## config.mk

```make
export PLATFORM = sky130hd
export DESIGN_NAME = cksum_sched
export DESIGN_NICKNAME = d
export VERILOG_FILES = /design/src/rtl/cksum_sched.sv
export SDC_FILE = /design/constraint.sdc
export NUM_CORES = 1
export LEC_CHECK = 0
export CAP_MARGIN = 5
export CORE_AREA = 2 2 268 270
export CTS_CLUSTER_DIAMETER = 200
export DETAILED_ROUTE_END_ITERATION = 10
export DIE_AREA = 0 0 270 272
export GPL_ROUTABILITY_DRIVEN = 0
export PLACE_DENSITY_LB_ADDON = 0.2
export SLEW_MARGIN = 20
export SYNTH_ARGS = -nofsm -noshare
export SYNTH_HDL_FRONTEND = slang
export SYNTH_SLANG_ARGS = --single-unit
export TNS_END_PERCENT = 10
```

## constraint.sdc

```tcl
create_clock -name clk -period 3.1 [get_ports clk]
set_input_delay 0.775 -clock clk [delete_from_list [all_inputs] [get_ports clk]]
set_output_delay 0.775 -clock clk [all_outputs]
set_load 0.01 [all_outputs]
```

## src/rtl/cksum_sched.sv

```systemverilog
`default_nettype none
// ============================================================================
// Module   : cksum_sched
// Function : Round-robin sharing of one cksum engine and its SRAM port.
// Revision : 1.0  initial release
// ============================================================================
module cksum_sched #(
  parameter int N_REQ = 4,
  parameter int IDX_W = 2
) (
  input  logic                 clk,
  input  logic                 rst,
  input  logic [N_REQ-1:0]     req_i,
  input  logic [32*N_REQ-1:0]  req_addr_i,
  input  logic [32*N_REQ-1:0]  req_len_i,
  input  logic [32*N_REQ-1:0]  req_dst_i,
  output logic [N_REQ-1:0]     done_o,
  output logic [15:0]          cksum_o,
  output logic                 busy_o,
  output logic                 eng_start_o,
  output logic [31:0]          eng_addr_o,
  output logic [31:0]          eng_len_o,
  input  logic                 eng_ready_i,
  input  logic [15:0]          eng_val_i,
  input  logic                 eng_sram_ce_i,
  input  logic                 eng_sram_we_i,
  input  logic [31:0]          eng_sram_addr_i,
  input  logic [3:0]           eng_sram_sel_i,
  input  logic [31:0]          eng_sram_data_i,
  output logic [31:0]          eng_sram_data_o,
  output logic                 sram_ce_o,
  output logic                 sram_we_o,
  output logic [31:0]          sram_addr_o,
  output logic [3:0]           sram_sel_o,
  output logic [31:0]          sram_data_o,
  input  logic [31:0]          sram_data_i
);

  typedef enum logic [2:0] {
    S_IDLE  = 3'd0,
    S_ISSUE = 3'd1,
    S_WAIT  = 3'd2,
    S_WB    = 3'd3,
    S_DONE  = 3'd4
  } state_t;

  localparam logic [IDX_W:0]   c_n    = (IDX_W+1)'(N_REQ);
  localparam logic [IDX_W-1:0] c_last = IDX_W'(N_REQ - 1);
  localparam logic [N_REQ-1:0] c_one  = N_REQ'(1);

  state_t           r_state;
  logic [IDX_W-1:0] r_rr_ptr;
  logic [IDX_W-1:0] r_idx;
  logic [31:0]      r_dst;
  logic [15:0]      r_val;

  logic             w_gnt_vld;
  logic [IDX_W-1:0] w_gnt_idx;
  logic [IDX_W:0]   w_cand;
  logic [31:0]      w_addr_sel;
  logic [31:0]      w_len_msk;
  logic [31:0]      w_dst_sel;
  logic             w_unused;

  // Scan offsets from far to near so the nearest requester at/after the pointer wins.
  always_comb begin
    w_gnt_vld = 1'b0;
    w_gnt_idx = '0;
    w_cand    = '0;
    for (int k = N_REQ - 1; k >= 0; k--) begin
      w_cand = {1'b0, r_rr_ptr} + (IDX_W+1)'(k);
      if (w_cand >= c_n) begin
        w_cand = w_cand - c_n;
      end
      if (req_i[w_cand[IDX_W-1:0]]) begin
        w_gnt_vld = 1'b1;
        w_gnt_idx = w_cand[IDX_W-1:0];
      end
    end
  end

  assign w_addr_sel = req_addr_i[{w_gnt_idx, 5'd0} +: 32];
  assign w_len_msk  = {req_len_i[{w_gnt_idx, 5'd0} + 1 +: 31], 1'b0};
  assign w_dst_sel  = req_dst_i[{w_gnt_idx, 5'd0} +: 32];
  assign w_unused   = r_dst[0];

  assign busy_o          = (r_state != S_IDLE);
  assign eng_sram_data_o = sram_data_i;

  always_ff @(posedge clk or negedge rst) begin
    if (!rst) begin
      r_state     <= S_IDLE;
      r_rr_ptr    <= '0;
      r_idx       <= '0;
      r_dst       <= '0;
      r_val       <= '0;
      eng_start_o <= 1'b0;
      eng_addr_o  <= '0;
      eng_len_o   <= '0;
      done_o      <= '0;
      cksum_o     <= '0;
    end else begin
      done_o <= '0;
      case (r_state)
        S_IDLE: begin
          if (w_gnt_vld) begin
            r_idx      <= w_gnt_idx;
            r_dst      <= w_dst_sel;
            eng_addr_o <= w_addr_sel;
            eng_len_o  <= w_len_msk;
            r_rr_ptr   <= (w_gnt_idx == c_last) ? '0 : w_gnt_idx + 1'b1;
            if (w_len_msk == 32'd0) begin
              r_val   <= 16'hFFFF;
              r_state <= S_WB;
            end else begin
              eng_start_o <= 1'b1;
              r_state     <= S_ISSUE;
            end
          end
        end
        // Wait out any ready level left over from the previous job.
        S_ISSUE: begin
          if (!eng_ready_i) begin
            r_state <= S_WAIT;
          end
        end
        S_WAIT: begin
          if (eng_ready_i) begin
            r_val       <= eng_val_i;
            eng_start_o <= 1'b0;
            r_state     <= S_WB;
          end
        end
        S_WB: begin
          done_o  <= c_one << r_idx;
          cksum_o <= r_val;
          r_state <= S_DONE;
        end
        default: begin
          r_state <= S_IDLE;
        end
      endcase
    end
  end

  always_comb begin
    sram_ce_o   = 1'b0;
    sram_we_o   = 1'b0;
    sram_addr_o = '0;
    sram_sel_o  = '0;
    sram_data_o = '0;
    case (r_state)
      S_ISSUE, S_WAIT: begin
        sram_ce_o   = eng_sram_ce_i;
        sram_we_o   = eng_sram_we_i;
        sram_addr_o = eng_sram_addr_i;
        sram_sel_o  = eng_sram_sel_i;
        sram_data_o = eng_sram_data_i;
      end
      S_WB: begin
        sram_ce_o   = 1'b1;
        sram_we_o   = 1'b1;
        sram_addr_o = {r_dst[31:2], 2'b00};
        if (r_dst[1]) begin
          sram_sel_o  = 4'b0011;
          sram_data_o = {16'h0000, r_val};
        end else begin
          sram_sel_o  = 4'b1100;
          sram_data_o = {r_val, 16'h0000};
        end
      end
      default: begin
      end
    endcase
  end

endmodule
`default_nettype wire

```

==> results of run 1 <==
==> worst min-delay path by stage <==
stage | startpoint | endpoint | slack, ps | depth (start not counted)
floorplan | r_idx[1] | done_o[1] | 450 | 1
global placement | cksum_o[11] | cksum_o[11] | 460 | 2
detailed placement | eng_len_o[11] | eng_len_o[11] | 460 | 2
CTS | rst | eng_addr_o[24] | 260 | 2
global route | rst | eng_addr_o[24] | 270 | 2
finish | rst | eng_len_o[12] | 250 | 2
==> state kept, by name, indices dropped and copies added (netlist names) <==
signal / count
cksum_o: 16
done_o: 4
eng_addr_o: 32
eng_len_o: 31
eng_start_o: 1
r_dst: 31
r_idx: 2
r_rr_ptr: 2
r_state: 3
r_val: 16
==> per-stage QoR <==
stage          std cells  instance area (µm²)
6_report            2763                17400
5_1_grt             2763                17400
3_5_place_dp        2714                16500
4_1_cts             2760                17400
2_1_floorplan       1190                 8970
3_3_place_gp        2714                16500
==> metal layers <==
metal  GRT usage [%]  vias up  wire length (µm)
li1                -     5212                 -
met1            15.7     5043             20600
met2            23.2      385             25400
met3            3.34       84              2780
met4            6.07        0              1820
met5               0        -                 0
==> timing repair <==
action	in CTS	in global routing
resized for setup	94	21
cloned	4	0
pin swaps	10	10
setup buffers	10	2
endpoints found under the setup margin	86	44
==> cells in the final DEF (no fill, tap or decap), types with 3 or more instances in the layout <==
cell	count
sky130_fd_sc_hd__dlygate4sd2_1	58
sky130_fd_sc_hd__buf_6	11
sky130_fd_sc_hd__clkdlybuf4s50_1	559
sky130_fd_sc_hd__a22o_1	62
sky130_fd_sc_hd__clkdlybuf4s15_1	3
sky130_fd_sc_hd__inv_6	4
sky130_fd_sc_hd__o21ai_1	128
sky130_fd_sc_hd__nand2_1	530
sky130_fd_sc_hd__o22ai_1	16
sky130_fd_sc_hd__nor4_2	3
sky130_fd_sc_hd__nor4_4	4
sky130_fd_sc_hd__nor2_1	23
sky130_fd_sc_hd__inv_8	6
sky130_fd_sc_hd__nand3_1	64
sky130_fd_sc_hd__a21oi_2	16
sky130_fd_sc_hd__mux4_2	30
sky130_fd_sc_hd__buf_4	67
sky130_fd_sc_hd__a21o_1	4
sky130_fd_sc_hd__clkbuf_16	18
sky130_fd_sc_hd__nor2_4	3
sky130_fd_sc_hd__buf_12	14
sky130_fd_sc_hd__mux2i_1	4
sky130_fd_sc_hd__dfrtp_1	136
sky130_fd_sc_hd__inv_1	3
==> logic make-up (layout without fill, tap and decap cells) <==
group,Yosys count,after routing,synth area share (%)
AOI/OAI and AO/OA,237,237,17.0
xor gates and xnor gates,2,2,0.196
buffers and inverters,132,754,7.16
DFF,138,138,38.7
muxes,34,34,8.01
other,1,2,0.0420
and+or+nand+nor,646,646,28.9
==> synthesized netlist by cell type <==
master / n
sky130_fd_sc_hd__conb_1: 1
sky130_fd_sc_hd__a22o_1: 62
sky130_fd_sc_hd__buf_4: 33
sky130_fd_sc_hd__o41ai_2: 1
sky130_fd_sc_hd__nand2_1: 532
sky130_fd_sc_hd__and3_1: 1
sky130_fd_sc_hd__nor2_1: 26
sky130_fd_sc_hd__inv_1: 3
sky130_fd_sc_hd__nor4b_1: 1
sky130_fd_sc_hd__buf_2: 10
sky130_fd_sc_hd__nor4_2: 1
sky130_fd_sc_hd__o22ai_1: 16
sky130_fd_sc_hd__and3b_1: 1
sky130_fd_sc_hd__a31oi_1: 1
sky130_fd_sc_hd__buf_6: 1
sky130_fd_sc_hd__mux4_2: 30
sky130_fd_sc_hd__nand3_1: 64
sky130_fd_sc_hd__xnor2_1: 2
sky130_fd_sc_hd__nor4_1: 7
sky130_fd_sc_hd__or4_1: 1
sky130_fd_sc_hd__o21a_1: 2
sky130_fd_sc_hd__and2_1: 4
sky130_fd_sc_hd__clkbuf_1: 71
sky130_fd_sc_hd__nor3b_1: 1
sky130_fd_sc_hd__nand3b_1: 1
sky130_fd_sc_hd__a21oi_2: 10
sky130_fd_sc_hd__dfrtp_1: 138
sky130_fd_sc_hd__nor3_1: 2
sky130_fd_sc_hd__o21ai_1: 129
sky130_fd_sc_hd__o221a_2: 1
sky130_fd_sc_hd__mux2i_1: 4
sky130_fd_sc_hd__a21o_1: 4
sky130_fd_sc_hd__a222oi_1: 1
sky130_fd_sc_hd__inv_2: 1
sky130_fd_sc_hd__and4_1: 1
sky130_fd_sc_hd__nand4_2: 1
sky130_fd_sc_hd__buf_1: 13
sky130_fd_sc_hd__o31a_1: 1
sky130_fd_sc_hd__or2_1: 2
sky130_fd_sc_hd__a21oi_1: 8
sky130_fd_sc_hd__o21ai_0: 1
==> power breakdown <==
part           leakage [nW]  internal (W)  total, W  switching (W)
clock network         0.303       0.00123   0.00225        0.00102
logic                  5.62       0.00469   0.00967        0.00498
registers              1.66       0.00270   0.00349       0.000785
==> final cells by class <==
type | instances | area [µm²]
fill | 7711 | 53300
timing repair buffer | 718 | 7150
multi-input combinational | 920 | 5010
sequential | 138 | 3460
tap | 950 | 1190
clock buffer | 17 | 425
clock inverter | 15 | 195
inverter | 4 | 17.5
antenna | 1 | 2.50
==> critical path: stages <==
cell	delay (ps)
sky130_fd_sc_hd__dlygate4sd2_1	270
sky130_fd_sc_hd__nand3b_1	90
sky130_fd_sc_hd__o221a_2	190
sky130_fd_sc_hd__and2_4	220
sky130_fd_sc_hd__mux4_2	530
sky130_fd_sc_hd__or4_4	560
sky130_fd_sc_hd__nor4_4	140
sky130_fd_sc_hd__buf_4	170
sky130_fd_sc_hd__nand4_4	210
sky130_fd_sc_hd__clkbuf_16	240
sky130_fd_sc_hd__a21oi_2	100
==> results.md, run 1 <==
- The initial antenna violation count was 3.
- The number of buffers inserted during clock tree synthesis is 17.
- TritonCTS built the clock tree.
- The count of nets left with antenna violations once routing finished came out at 0.
- The final critical path takes up 100% of the cycle.
- The detailed-route DRC error count is 0.
- The slack of the worst reg-to-reg path is 0 ps.
- Global routing consumed, over all layers together, 13.4% of the routing resources.
- Timing analysis after detailed placement gives a worst setup slack of -982 ps.
- CTS built an H-tree with a depth of 4.
- The maximum number of pins on one net before global-route repair is roughly 130.
- The overall via count from detail_route is 10.7k.
- The number of setup violations in the final report is 5.
- Dividing total power by cell area gives a power density of a little under 900 nW/µm².
- The kind of critical path is in -> reg.
- The minimum period implied by the final worst setup slack is between 3000 and 4000 ps.
- The detailed placer's ending HPWL is 41300 µm.
- The transition time at the pin with the least slew margin is between 700 and 800 ps.
- The clock skew after layout is roughly 16 ps.
- The reported leakage power is ~7.6 nW.
- Summed over all layers, the routed wires come to 50600 µm.
- The core region is approximately 70000 µm².
- The worst-case vdd ir drop is roughly 0.00041 V.
- The area of the die is roughly 73000 µm².
- Setup total negative slack on the finished layout was measured at -31.2 ps.
- The first routing iteration left ~350 violations.
- After clock tree synthesis, the flow added hold-fix buffers numbering 0.
- Synthesis instantiated around 40 different standard cells from the library.
- The number of detailed-routing iterations run before antenna repair is 4.
- The startpoint type of the worst setup path is an input pin.
- At the later pin of the worst-skew pair, clock insertion delay measures between 400 and 500 ps.
- In the final routed layout, each cell accounts on average for around 18 µm.
- The most critical setup path has its startpoint at req_i[1].
- Power comes to roughly 0.015 W.
- In this run the worst setup path terminates at r_val[9].
- The launch instance of the worst register-to-register path is r_rr_ptr[0].
- Dividing the detail-routed via count by the number of cells gives 3.88.
- The Yosys warning count is 0.
- The register bit count reported by yosys is roughly 140.
- Measured along the x axis, the die boundary spans about 270 µm.
- Derived from the worst setup path, the maximum achievable clock frequency is about 320 MHz.
- The number of buffers on the longest clock path is 2.
- The largest total area in the synthesized netlist belongs to sky130_fd_sc_hd__dfrtp_1.
- Sequential cells were found to cover roughly 39% of the synthesized design area.
- Setup repair after global routing could not meet its margin everywhere.
- The run finished, with violations left.
- Ranked by total cell area, the synthesized netlist is headed by sky130_fd_sc_hd__dfrtp_1, sky130_fd_sc_hd__nand2_1, sky130_fd_sc_hd__mux4_2, sky130_fd_sc_hd__o21ai_1, sky130_fd_sc_hd__a22o_1.
- The endpoint type of the worst setup path is a flop.
- The type of the tightest min-delay check is in -> async.
- After layout, the worst setup slack is -10.1 ps.
- The core occupancy in the finished layout is 24.7%.
- Of the cells placed in the final design, the portion with a size suffix greater than 1 is between 10 and 15%.
- The floorplan step set the die height to between 200 and 300 µm.
- The count of buffers added on input and output ports is a little over 600.
- The per-instance average area after synthesis is roughly 7.5 µm².
- The total overflow left after global routing is 0.
- The headroom to the max-slew limit is around 48%.
- In this run the critical register-to-register path is captured at r_val[9].
- For this run, the post-layout net count is 2308.
- In this run the worst path has a maximum fanout of 8.
- The first global-routing pass estimated 73000 µm of wire.
- The final-report max-slew violation count is 0.
- The checks that failed: setup timing.
- The post-synthesis to final-layout area growth is 95.3%.
- Data arrives at the worst endpoint at 3500 ps.
- For the worst setup path, the data required time is about 3500 ps.
- In this run the count of I/O pins placed on the die edge is approximately 700.
- After clock tree synthesis, the clock-pin slew on the worst setup and hold paths is approximately 80 ps.
- The clock drives between 100 and 150 sinks.
- The via count of the first global-routing pass is between 10k and 15k.
- CTS placed an instance of sky130_fd_sc_hd__clkbuf_16 at the clock tree root.
- The synthesized area is about 9000 µm².
- The tool flagged a number of max-cap violations equal to 0.
- Counting every net in the synthesized netlist gives 1699.
- The initial cell density of the core is between 10% and 20%.
- On the final layout, the worst hold slack is between 200 and 300 ps.
- The final hold violation count came to 0.
- Summed over its instances, the top area cell type makes up 38.7% of the synthesized netlist area.
- The row count is 98.
- The worst register-to-register path has a depth of 10.
- The synthesized instance count is 1190.
No activity file was read; power rests on OpenSTA's default activity.
==> run 2, diff against run 1 <==
- CTS_CLUSTER_SIZE: not set -> 25
==> results of run 2 <==
Same layout as run 1: the final DEF is identical, and so are final timing and power.
==> run 3, diff against run 2 <==
- TNS_END_PERCENT: 10 -> 20
==> run 3 against run 2 <==
Against the previous run: the flow still finishes with violations (setup timing); total power grew 2.2%; routed wire length grew 2.4%; combinational power grew 5%; cell area grew 0.59%; worst hold slack gained 21 ps; utilization grew 0.15 points; worst setup slack lost 110 ps; first-iteration DRC count grew 16%; critical path depth is the same; maximum frequency shrank 3.4%; largest power group unchanged; highest routed layer is now met5.
==> results.md, run 3 (synthesized netlist as in run 1, its figures left out) <==
- The post-synthesis to final-layout area growth is 96.4% (was 95.3%).
- The number of buffers inserted during clock tree synthesis is 17 (unchanged).
- The number of setup violations in the final report is 17 (was 5).
- The share of layout cells above drive strength 1 is 11.2% (was 11.0%).
- The register with the highest flop count is eng_addr_o (unchanged).
- The number of flip-flops in the largest register came to 32 (unchanged).
- The type of the tightest min-delay check is in -> async (unchanged).
- The number of clock sinks was 138 (unchanged).
- The worst path setup slack after routing was -120 ps (was -10.1 ps).
- The clock input transition at the sequential cells of the worst setup and hold paths was 70 ps (was 80 ps).
- The number of detailed-routing iterations run before antenna repair is 5 (was 4).
- Run status: finished with violations (unchanged).
- The final hold violation count came to 0 (unchanged).
- The startpoint type of the worst setup path is an input pin (unchanged).
- The data arrival time of the worst path is 3570 ps (was 3500 ps).
- The areal power density over the cells is 897 nW/µm² (was 883 nW/µm²).
- The headroom to the max-slew limit is 49.2% (was 47.7%).
- The overall via count from detail_route was 10.8k (was 10.7k).
- The kind of critical path is in -> reg (unchanged).
- The transition time at the pin with the least slew margin came to 760 ps (was 782 ps).
- The total of max-cap violations is 0 (unchanged).
- The launch instance of the worst register-to-register path is r_rr_ptr[0] (unchanged).
- The switching power share of the total is 43.7% (was 44.0%).
- The number of placed instances, taps included is 2717 (was 2714).
- Leading cell types in the layout, fill and taps excluded: sky130_fd_sc_hd__clkdlybuf4s50_1, sky130_fd_sc_hd__nand2_1, sky130_fd_sc_hd__dfrtp_1 (unchanged).
- The internal cell power is 0.00886 W (was 0.00863 W).
- The total track usage is 13.5% (was 13.4%).
- The via count of the first global-routing pass was 11.1k (was 11.2k).
- The detailed placer's ending HPWL was 40900 µm (was 41300 µm).
- The die boundary height is 272 µm (unchanged).
- The clock tree from TritonCTS is yes (unchanged).
- The initial antenna violation count is 3 (unchanged).
- The portion of the clock cycle consumed by the worst path in the final layout is 104% (was 100%).
- The I/O pin count is 697 (unchanged).
- The minimum period implied by the final worst setup slack is 3220 ps (was 3110 ps).
- The number of antenna-violating nets in the routed design is 0 (unchanged).
- The detailed-route DRC error count came to 0 (unchanged).
- Violations in the final reports: setup timing (unchanged).
- The initial cell density of the core is 12.6% (unchanged).
- The clock skew after layout is 12.7 ps (was 15.5 ps).
- RSZ-0062 raised after global routing: yes (unchanged).
- The clock latency of the later-clocked register in the worst-skew pair is 460 ps (was 470 ps).
- The average wire per cell in the routed design was 18.7 µm (was 18.3 µm).
- The area of the core is 70800 µm² (unchanged).
- Regs by FF count: eng_addr_o: 32 flops, eng_len_o: 31 flops, r_dst: 31 flops (unchanged).
- The number of buffers inserted by port buffering is 623 (unchanged).
- The buffer cell driving the clock tree root is sky130_fd_sc_hd__clkbuf_16 (unchanged).
- The reported leakage power was 7.79 nW (was 7.58 nW).
- The required time at the endpoint of the critical path was 3450 ps (was 3490 ps).
- The maximum net fanout on the critical path is 6 (was 8).
- The post-cts hold buffer count is 0 (unchanged).
- The maximum level of the CTS H-tree is 4 (unchanged).
- The maximum number of pins on one net before global-route repair is 128 (was 125).
- The worst hold margin was 276 ps (was 254 ps).
- The portion of total power attributed to combinational logic is 64.8% (was 62.8%).
- The reg-to-reg endpoint was eng_start_o (was r_val[9]).
- The post-detailed-routing wire length is 51800 µm (was 50600 µm).
- The proportion of power drawn by the clock network is 13.1% (was 14.6%).
- The switching power was 0.00689 W (was 0.00678 W).
- The horizontal die dimension came to 270 µm (unchanged).
- The sequential fraction of design power is 22.2% (was 22.6%).
- The row count is 98 (unchanged).
- The area of the die was 73400 µm² (unchanged).
- The number of DRC violations after detailed-routing iteration 0 was 405 (was 348).
- The slack of the worst reg-to-reg path is -100 ps (was 0 ps).
- The endpoint type of the worst setup path was a flop (unchanged).
- The worst-case vdd ir drop is 0.000657 V (was 0.000409 V).
- The number of buffers on the longest clock path was 2 (unchanged).
- The final layout net count was 2314 (was 2308).
- The most common cell after layout, fill and taps aside is sky130_fd_sc_hd__clkdlybuf4s50_1 (unchanged).
- The non-filler instance count after layout is 2770 (was 2763).
- The total of fill cells in the finished design is 7687 (was 7711).
- The maximum clock frequency was 311 MHz (was 322 MHz).
- The via density per instance is 3.90 (was 3.88).
- The leftover overflow at the end of global routing came to 0 (unchanged).
- The first-pass GRT wire length came to 73000 µm (about the same).
- The final total negative setup slack came to -1630 ps (was -31.2 ps).
- The final-report max-slew violation count is 0 (unchanged).
- The worst reg-to-reg path cell count is 10 (unchanged).
==> run 3: worst max-delay path by stage <==
| stage | startpoint | endpoint | slack (ps) | depth (start not counted) |
|---|---|---|---|---|
| floorplan | req_i[3] | eng_start_o | -90 | 8 |
| global placement | req_i[3] | eng_start_o | -1200 | 12 |
| detailed placement | req_i[3] | r_val[15] | -1260 | 13 |
| CTS | r_rr_ptr[0] | r_val[15] | -170 | 11 |
| global route | r_rr_ptr[0] | r_val[7] | -260 | 11 |
| finish | req_i[1] | eng_start_o | -120 | 11 |
==> run 3: cell type report <==
class | instances | area [µm²] | area share [%]
diodes | 2 | 5.00 | 0.0285
flip-flops and latches | 138 | 3460 | 19.7
repair buffers | 724 | 7320 | 41.7
multi-input cells | 920 | 4990 | 28.4
well taps | 950 | 1190 | 6.77
inverters | 4 | 17.5 | 0.0998
clock inverters | 14 | 135 | 0.770
clock buffers | 18 | 439 | 2.50
==> run 3: what timing repair did <==
| action | CTS | global route |
|---|---|---|
| pin swaps | 7 | 4 |
| endpoints found under the hold margin | 0 | 0 |
| setup buffers | 14 | 1 |
| endpoints found under the setup margin | 88 | 31 |
| cloned | 2 | 2 |
| resized for setup | 88 | 23 |
==> run 3: metal layers <==
metal  part of all wire, %  global-route usage (%)
met1                    40                    15.6
met2                    51                    23.8
met3                   5.4                    3.19
met4                   2.9                    5.39
met5                 0.025                       0
==> run 3: power groups by stage <==
stage / logic [W] / registers [W] / clock network, W
after floorplan: 0.00465 / 0.00343 / 0
after global placement: 0.0100 / 0.00354 / 0
after detailed placement: 0.0100 / 0.00356 / 0
after CTS: 0.0102 / 0.00354 / 0.00217
after global routing: 0.0112 / 0.00364 / 0.00224
final: 0.0102 / 0.00349 / 0.00206
==> run 3: metrics by stage <==
step / total power [W] / setup slack (ps) / area [µm²] / util (%)
3_5_place_dp: 0.0136 / -1260 / 16600 / 23.5
4_1_cts: 0.0160 / -166 / 17400 / 24.6
3_3_place_gp: 0.0135 / -1200 / 16600 / 23.5
5_1_grt: 0.0171 / -263 / 17500 / 24.8
6_report: 0.0157 / -120 / 17600 / 24.8
2_1_floorplan: 0.00807 / -87.8 / 8970 / -
==> run 3: critical path, cell delays in order <==
cell and delay, ps:
sky130_fd_sc_hd__dlygate4sd2_1 260, sky130_fd_sc_hd__inv_1 90, sky130_fd_sc_hd__o221a_2 210, sky130_fd_sc_hd__and2_4 220, sky130_fd_sc_hd__mux4_2 530, sky130_fd_sc_hd__or4_4 560, sky130_fd_sc_hd__nor4_4 250, sky130_fd_sc_hd__buf_4 190
sky130_fd_sc_hd__nand4_4 70, sky130_fd_sc_hd__buf_6 160, sky130_fd_sc_hd__o31a_1 230
